File: config.mk
export PLATFORM = sky130hd
export DESIGN_NAME = vocab_matcher
export DESIGN_NICKNAME = d
export VERILOG_FILES = /design/src/rtl/matcher_pkg.sv /design/src/rtl/vocab_matcher.sv
export SDC_FILE = /design/constraint.sdc
export NUM_CORES = 1
export LEC_CHECK = 0
export CORE_UTILIZATION = 35
export DETAILED_ROUTE_END_ITERATION = 10
export HOLD_SLACK_MARGIN = 0.03
export PLACE_DENSITY_LB_ADDON = 0.1
export SLEW_MARGIN = 20
export SYNTH_ARGS = -nofsm -noshare
export SYNTH_HDL_FRONTEND = slang
export SYNTH_SLANG_ARGS = --single-unit
export TNS_END_PERCENT = 100
File: constraint.sdc
create_clock -name clk -period 2.6 [get_ports clk]
set_clock_uncertainty 0.15 [all_clocks]
set_input_delay 0.26 -clock clk [delete_from_list [all_inputs] [get_ports clk]]
set_output_delay 0.26 -clock clk [all_outputs]
set_load 0.1 [all_outputs]
File: src/rtl/matcher_pkg.sv
// Shared types and constants for the vocabulary word matcher.
package matcher_pkg;

  localparam int unsigned ADDR_W_DEF = 4;
  localparam int unsigned DATA_W_DEF = 8;
  localparam int unsigned NUL_CHAR   = 0;

  typedef enum logic [2:0] {
    S_IDLE     = 3'd0,
    S_REQ      = 3'd1,
    S_CMP      = 3'd2,
    S_SKIP_REQ = 3'd3,
    S_SKIP_CMP = 3'd4,
    S_DONE     = 3'd5
  } state_t;

endpackage

File: src/rtl/vocab_matcher.sv
// Exact-match search of a NUL-terminated word against a NUL-separated vocab list in SRAM.
// Define MATCHER_MATCH_ADDR_EN to expose match_addr (start address of the matched word).
module vocab_matcher
  import matcher_pkg::*;
#(
  parameter int unsigned ADDR_WIDTH = ADDR_W_DEF,
  parameter int unsigned DATA_WIDTH = DATA_W_DEF
) (
  input  logic                  clk,
  input  logic                  rst_n,
  input  logic                  cs,
  input  logic [ADDR_WIDTH-1:0] vocab_start_addr,
  input  logic [ADDR_WIDTH-1:0] vocab_end_addr,
  input  logic [ADDR_WIDTH-1:0] input_start_addr,
  input  logic [DATA_WIDTH-1:0] val_vocab,
  input  logic [DATA_WIDTH-1:0] val_input,
  output logic [ADDR_WIDTH-1:0] addr_v,
  output logic [ADDR_WIDTH-1:0] addr_i,
  output logic                  found,
  output logic                  done
`ifdef MATCHER_MATCH_ADDR_EN
  ,
  output logic [ADDR_WIDTH-1:0] match_addr
`endif
);

  state_t                state_q, state_d;
  logic [ADDR_WIDTH-1:0] addr_v_d, addr_i_d;
  logic                  found_d, done_d;
  logic [ADDR_WIDTH-1:0] vocab_end_q, vocab_end_d;
  logic [ADDR_WIDTH-1:0] input_start_q, input_start_d;
`ifdef MATCHER_MATCH_ADDR_EN
  logic [ADDR_WIDTH-1:0] word_start_q, word_start_d;
  logic [ADDR_WIDTH-1:0] match_addr_d;
`endif

  logic v_nul, chars_eq, at_end, i_wrap;
  logic step_past, skip_adv, finish_miss;

  assign v_nul    = (val_vocab == DATA_WIDTH'(NUL_CHAR));
  assign chars_eq = (val_vocab == val_input);
  assign at_end   = (addr_v == vocab_end_q);
  assign i_wrap   = (addr_i == {ADDR_WIDTH{1'b1}});

  // Next-state and next-register values
  always_comb begin
    state_d       = state_q;
    addr_v_d      = addr_v;
    addr_i_d      = addr_i;
    found_d       = found;
    done_d        = done;
    vocab_end_d   = vocab_end_q;
    input_start_d = input_start_q;
`ifdef MATCHER_MATCH_ADDR_EN
    word_start_d  = word_start_q;
`endif
    step_past     = 1'b0;
    skip_adv      = 1'b0;
    finish_miss   = 1'b0;

    case (state_q)
      S_IDLE: begin
        if (cs) begin
          vocab_end_d   = vocab_end_addr;
          input_start_d = input_start_addr;
          addr_v_d      = vocab_start_addr;
          addr_i_d      = input_start_addr;
`ifdef MATCHER_MATCH_ADDR_EN
          word_start_d  = vocab_start_addr;
`endif
          state_d       = S_REQ;
        end
      end
      S_REQ:      state_d = S_CMP;
      S_SKIP_REQ: state_d = S_SKIP_CMP;
      S_CMP: begin
        // An input address about to wrap is handled like a character mismatch
        if (chars_eq && v_nul) begin
          found_d = 1'b1;
          done_d  = 1'b1;
          state_d = S_DONE;
        end else if (chars_eq && at_end) begin
          finish_miss = 1'b1;
        end else if (chars_eq && !i_wrap) begin
          addr_v_d = addr_v + ADDR_WIDTH'(1);
          addr_i_d = addr_i + ADDR_WIDTH'(1);
          state_d  = S_REQ;
        end else if (v_nul) begin
          step_past = 1'b1;
        end else begin
          skip_adv = 1'b1;
        end
      end
      S_SKIP_CMP: begin
        if (v_nul) step_past = 1'b1;
        else       skip_adv  = 1'b1;
      end
      S_DONE: begin
        if (!cs) begin
          found_d = 1'b0;
          done_d  = 1'b0;
          state_d = S_IDLE;
        end
      end
      default: state_d = S_IDLE;
    endcase

    // Move past a terminator to the next vocab word, restarting the input word
    if (step_past) begin
      if (at_end) begin
        finish_miss = 1'b1;
      end else begin
        addr_v_d     = addr_v + ADDR_WIDTH'(1);
        addr_i_d     = input_start_q;
`ifdef MATCHER_MATCH_ADDR_EN
        word_start_d = addr_v + ADDR_WIDTH'(1);
`endif
        state_d      = S_REQ;
      end
    end

    if (skip_adv) begin
      if (at_end) begin
        finish_miss = 1'b1;
      end else begin
        addr_v_d = addr_v + ADDR_WIDTH'(1);
        state_d  = S_SKIP_REQ;
      end
    end

    if (finish_miss) begin
      found_d = 1'b0;
      done_d  = 1'b1;
      state_d = S_DONE;
    end

    // Dropping cs mid-search abandons it without a result
    if (!cs && state_q != S_IDLE && state_q != S_DONE) begin
      found_d = 1'b0;
      done_d  = 1'b0;
      state_d = S_IDLE;
    end
  end

`ifdef MATCHER_MATCH_ADDR_EN
  assign match_addr_d = found_d ? word_start_d : '0;
`endif

  always_ff @(posedge clk or negedge rst_n) begin
    if (!rst_n) begin
      state_q       <= S_IDLE;
      addr_v        <= '0;
      addr_i        <= '0;
      found         <= 1'b0;
      done          <= 1'b0;
      vocab_end_q   <= '0;
      input_start_q <= '0;
`ifdef MATCHER_MATCH_ADDR_EN
      word_start_q  <= '0;
      match_addr    <= '0;
`endif
    end else begin
      state_q       <= state_d;
      addr_v        <= addr_v_d;
      addr_i        <= addr_i_d;
      found         <= found_d;
      done          <= done_d;
      vocab_end_q   <= vocab_end_d;
      input_start_q <= input_start_d;
`ifdef MATCHER_MATCH_ADDR_EN
      word_start_q  <= word_start_d;
      match_addr    <= match_addr_d;
`endif
    end
  end

endmodule

==> results.yml <==
status:
  status: "finished, final reports clean"
pwr:
  intPower_uw: 1190
  peakVddDrop_mv: 0.871
  pwr-share-clk: 0.087
  combinationalPowerShare: 0.652
  pwr-share-seq: 0.261
  static-leakage-power_uw: 0.000845
  p_per_area_mw_per_mm2: 1200
  switching_share: 0.533
  p_sw_uw: 1360
sta:
  setup_viol: 0
  fmax_mhz: 423
  finalHoldViolCount: 0
  worst_slack_ns: 0.238
  fin_crit_sh: 0.908
  tightest_slew_ns: 0.406
  slew_violations: 0
  rsz0062_at_grt: "no"
  period_needed_ns: 2.36
  maxSlewHeadroom: 0.726
die:
  ios: 41
  die_h_um: 69.3
  dieArea_mm2: 0.00481
  die_width_um: 69.3
  core_mm2: 0.00435
  start_util: 0.364
  core.rowCount: 24
clock_network:
  clock-sinks: 21
  ctsResizeCount: 0
  cts_buffers: 3
  cts_setup_buffers: 0
  clk_transition_reported_paths_ns: 0.08
  cts_root_buf: "clkbuf_8"
  clock_latency_ns: 0.26
  cts_tree: "built"
  cts-htree-levels: 1
  clockBufferDepth: 2
  cts_hold_buf: 0
hold_path:
  min_path_type: "in2async"
grt:
  grt_max_degree: 22
  grt_use_total: 0.192
  grt_pass1_vias: 1544
  grt_pass1_wl_mm: 7.49
  grt-ovfl-total: 0
  grt_antenna_before_repair: 0
placement:
  placed_cells: 275
  hpwl_mm: 3.35
  portBuffers: 40
  gp_congestion: 0.835
  pre_cts_slack_ns: -0.0444
synthesis:
  synth_fa_ha_area_frac: 0.0158
  syn-cell-area_mm2: 0.00159
  ys_async_sr_fraction: 1.00
  yosysTopAreaCellShare: 0.331
  synthFlopType: "dfrtp_1"
  synth.area.mux_share: 0.0860
  syn-instance-count: 179
  synth_cell_types: 48
  post-synth-top-area-cell: "dfrtp_1"
  ys_ff_latch: 21
  yosys.area_share.xor_xnor: 0.0773
  syn-num-nets: 212
  synthTopCellsByArea: "dfrtp_1 33%, xnor2_1 7.2%, mux2_2 6.4%"
  ys_warn_count: 0
  synth-simple-area-share: 0.223
  synth_top_family_by_area: "compound AO/OA/AOI/OAI gates"
  synth_edf_count: 0
  syn_avg_cell_area_um2: 8.86
  synth_compound_area_frac: 0.228
  ys_seq_area_frac: 0.331
finish:
  area_delta_synth_final_pct: 33.8
  nFillCells: 414
  final_nets: 261
  antennaDiodeCount: 0
  multi_input_area_um2: 1000
  register_area_um2: 531
  stdcell_count: 279
  drive_gt1_frac: 0.225
setup_path:
  rrSetupSlack_ns: 0.45
  path_cells: "clkdlybuf4s50_1, xnor2_1, nand4_1, or2_1, o211ai_2, nand2_1, a221o_1"
  critPathMaxFanout: 7
  cp_data_required_time_ns: 2.60
  reg2reg_from: "addr_i[0]"
  critPathMaxStageDelay_ns: 0.51
  critPathSlowestCell: "clkdlybuf4s50_1"
  arrival_ns: 2.36
  r2r-end: "addr_i[0]"
  startpoint_type: "input pin"
  endpoint_kind: "flip-flop"
  critPathKind: "in2reg"
  reg2regPathDepth: 7
flow_run:
  drv_cap: 0
route:
  drtPass1Iterations: 4
  ant_nets: 0
  drt-vias-per-instance: 5.58
  wl_per_cell_um: 15.7
  first_iter_violations: 146
  drt_wl_total_mm: 4.38
  route.detailed.drc: 0
  vias: 1557
## cells in the mapped netlist, drive strengths merged (2+ instances only)
| cell | count |
|---|---|
| o22ai | 2 |
| o311ai | 4 |
| clkbuf | 5 |
| mux2 | 10 |
| ha | 2 |
| or4 | 2 |
| nor3 | 4 |
| nand2 | 21 |
| mux2i | 2 |
| inv | 3 |
| a21oi | 12 |
| nand4 | 4 |
| nor2 | 15 |
| xnor2 | 13 |
| and3 | 5 |
| buf | 3 |
| nor2b | 2 |
| nand3 | 3 |
| a31oi | 4 |
| dfrtp | 21 |
| o21ai | 16 |
| o211ai | 3 |
| a211o | 3 |
| or2 | 3 |
| o2bb2ai | 2 |
## how the worst max path moves through the flow
stage                       startpoint  slack [ns]        end  cells after the start
final                     val_vocab[2]        0.24  addr_v[2]                      7
after global routing      val_vocab[4]        0.08  addr_v[2]                      7
after CTS                 val_vocab[4]        0.23  addr_v[2]                      7
after detailed placement  val_vocab[2]       -0.04  addr_v[2]                      7
after global placement    val_vocab[4]       0.009  addr_v[2]                      7
after floorplan              addr_i[0]        0.04  addr_v[0]                      6
## power groups by stage
| stage | Sequential, uW | Clock (uW) | Combinational, uW |
|---|---|---|---|
| 3_5_place_dp | 669 | 0 | 1650 |
| 4_1_cts | 663 | 230 | 1650 |
| 2_1_floorplan | 1100 | 0 | 788 |
| 6_report | 665 | 221 | 1660 |
| 3_3_place_gp | 664 | 0 | 1630 |
| 5_1_grt | 690 | 247 | 1770 |
## state kept, by name, summed over array words and instances, names as in the netlist
register	flops
vocab_end_q	4
input_start_q	4
done	1
addr_v	4
found	1
state_q	3
addr_i	4
## routing by layer
| layer | vias up | GRT usage | wire length, um |
|---|---|---|---|
| li1 | 763 | - | - |
| met1 | 741 | 0.258 | 2030 |
| met4 | 0 | 0.0408 | 40 |
| met2 | 49 | 0.316 | 2100 |
| met5 | - | 0 | 0 |
| met3 | 4 | 0.0392 | 204 |
## worst max-delay path, delay by kind of cell
| kind | cells | cell delay [ns] |
|---|---|---|
| simple gates | 3 | 0.80 |
| compound gates | 2 | 0.66 |
| buf+inv | 1 | 0.51 |
| xor+xnor | 1 | 0.13 |
## layout make-up
class	instances	share of cell area
clock buffer	3	0.0195
clock inverter	1	0.00236
inverter	4	0.00708
multi-input combinational	146	0.471
sequential	21	0.250
tap	52	0.0307
timing repair buffer	52	0.219
## cells in the final DEF (no fill, tap or decap), types with 3 or more instances in the layout
master and count:
clkdlybuf4s50_1 30, nand2_1 21, and3_1 5, a31oi_1 4, xnor2_1 13, a21oi_1 12, nand4_1 4, inv_1 3
nand3_1 3, clkbuf_8 3, buf_4 22, o21ai_0 11, dfrtp_1 17, mux2_2 9, nor2_1 13, o21ai_1 5
dfrtp_2 4, a211o_1 3
## metrics by stage
stage	instance area [um2]	hold WS, ns	TNS, ns	power, uW	utilization
global route	2120	0.214	0	2710	0.487
global placement	2080	0.340	0	2300	0.477
finish	2120	0.199	0	2540	0.487
CTS	2120	0.210	0	2550	0.487
detailed placement	2080	0.347	-0.0444	2320	0.477
floorplan	1590	-0.186	0	1890	-
## cell families (layout without fill, tap and decap cells)
group / after synthesis / count (layout)
multiplexers: 12 / 12
flip-flops: 21 / 21
adder cells (fa/ha/maj): 2 / 2
buffers and inverters: 12 / 60
XOR/XNOR: 14 / 14
AO/OA/AOI/OAI: 54 / 54
AND/OR/NAND/NOR: 64 / 64
Note: power is estimated with default switching activity, not from simulation.
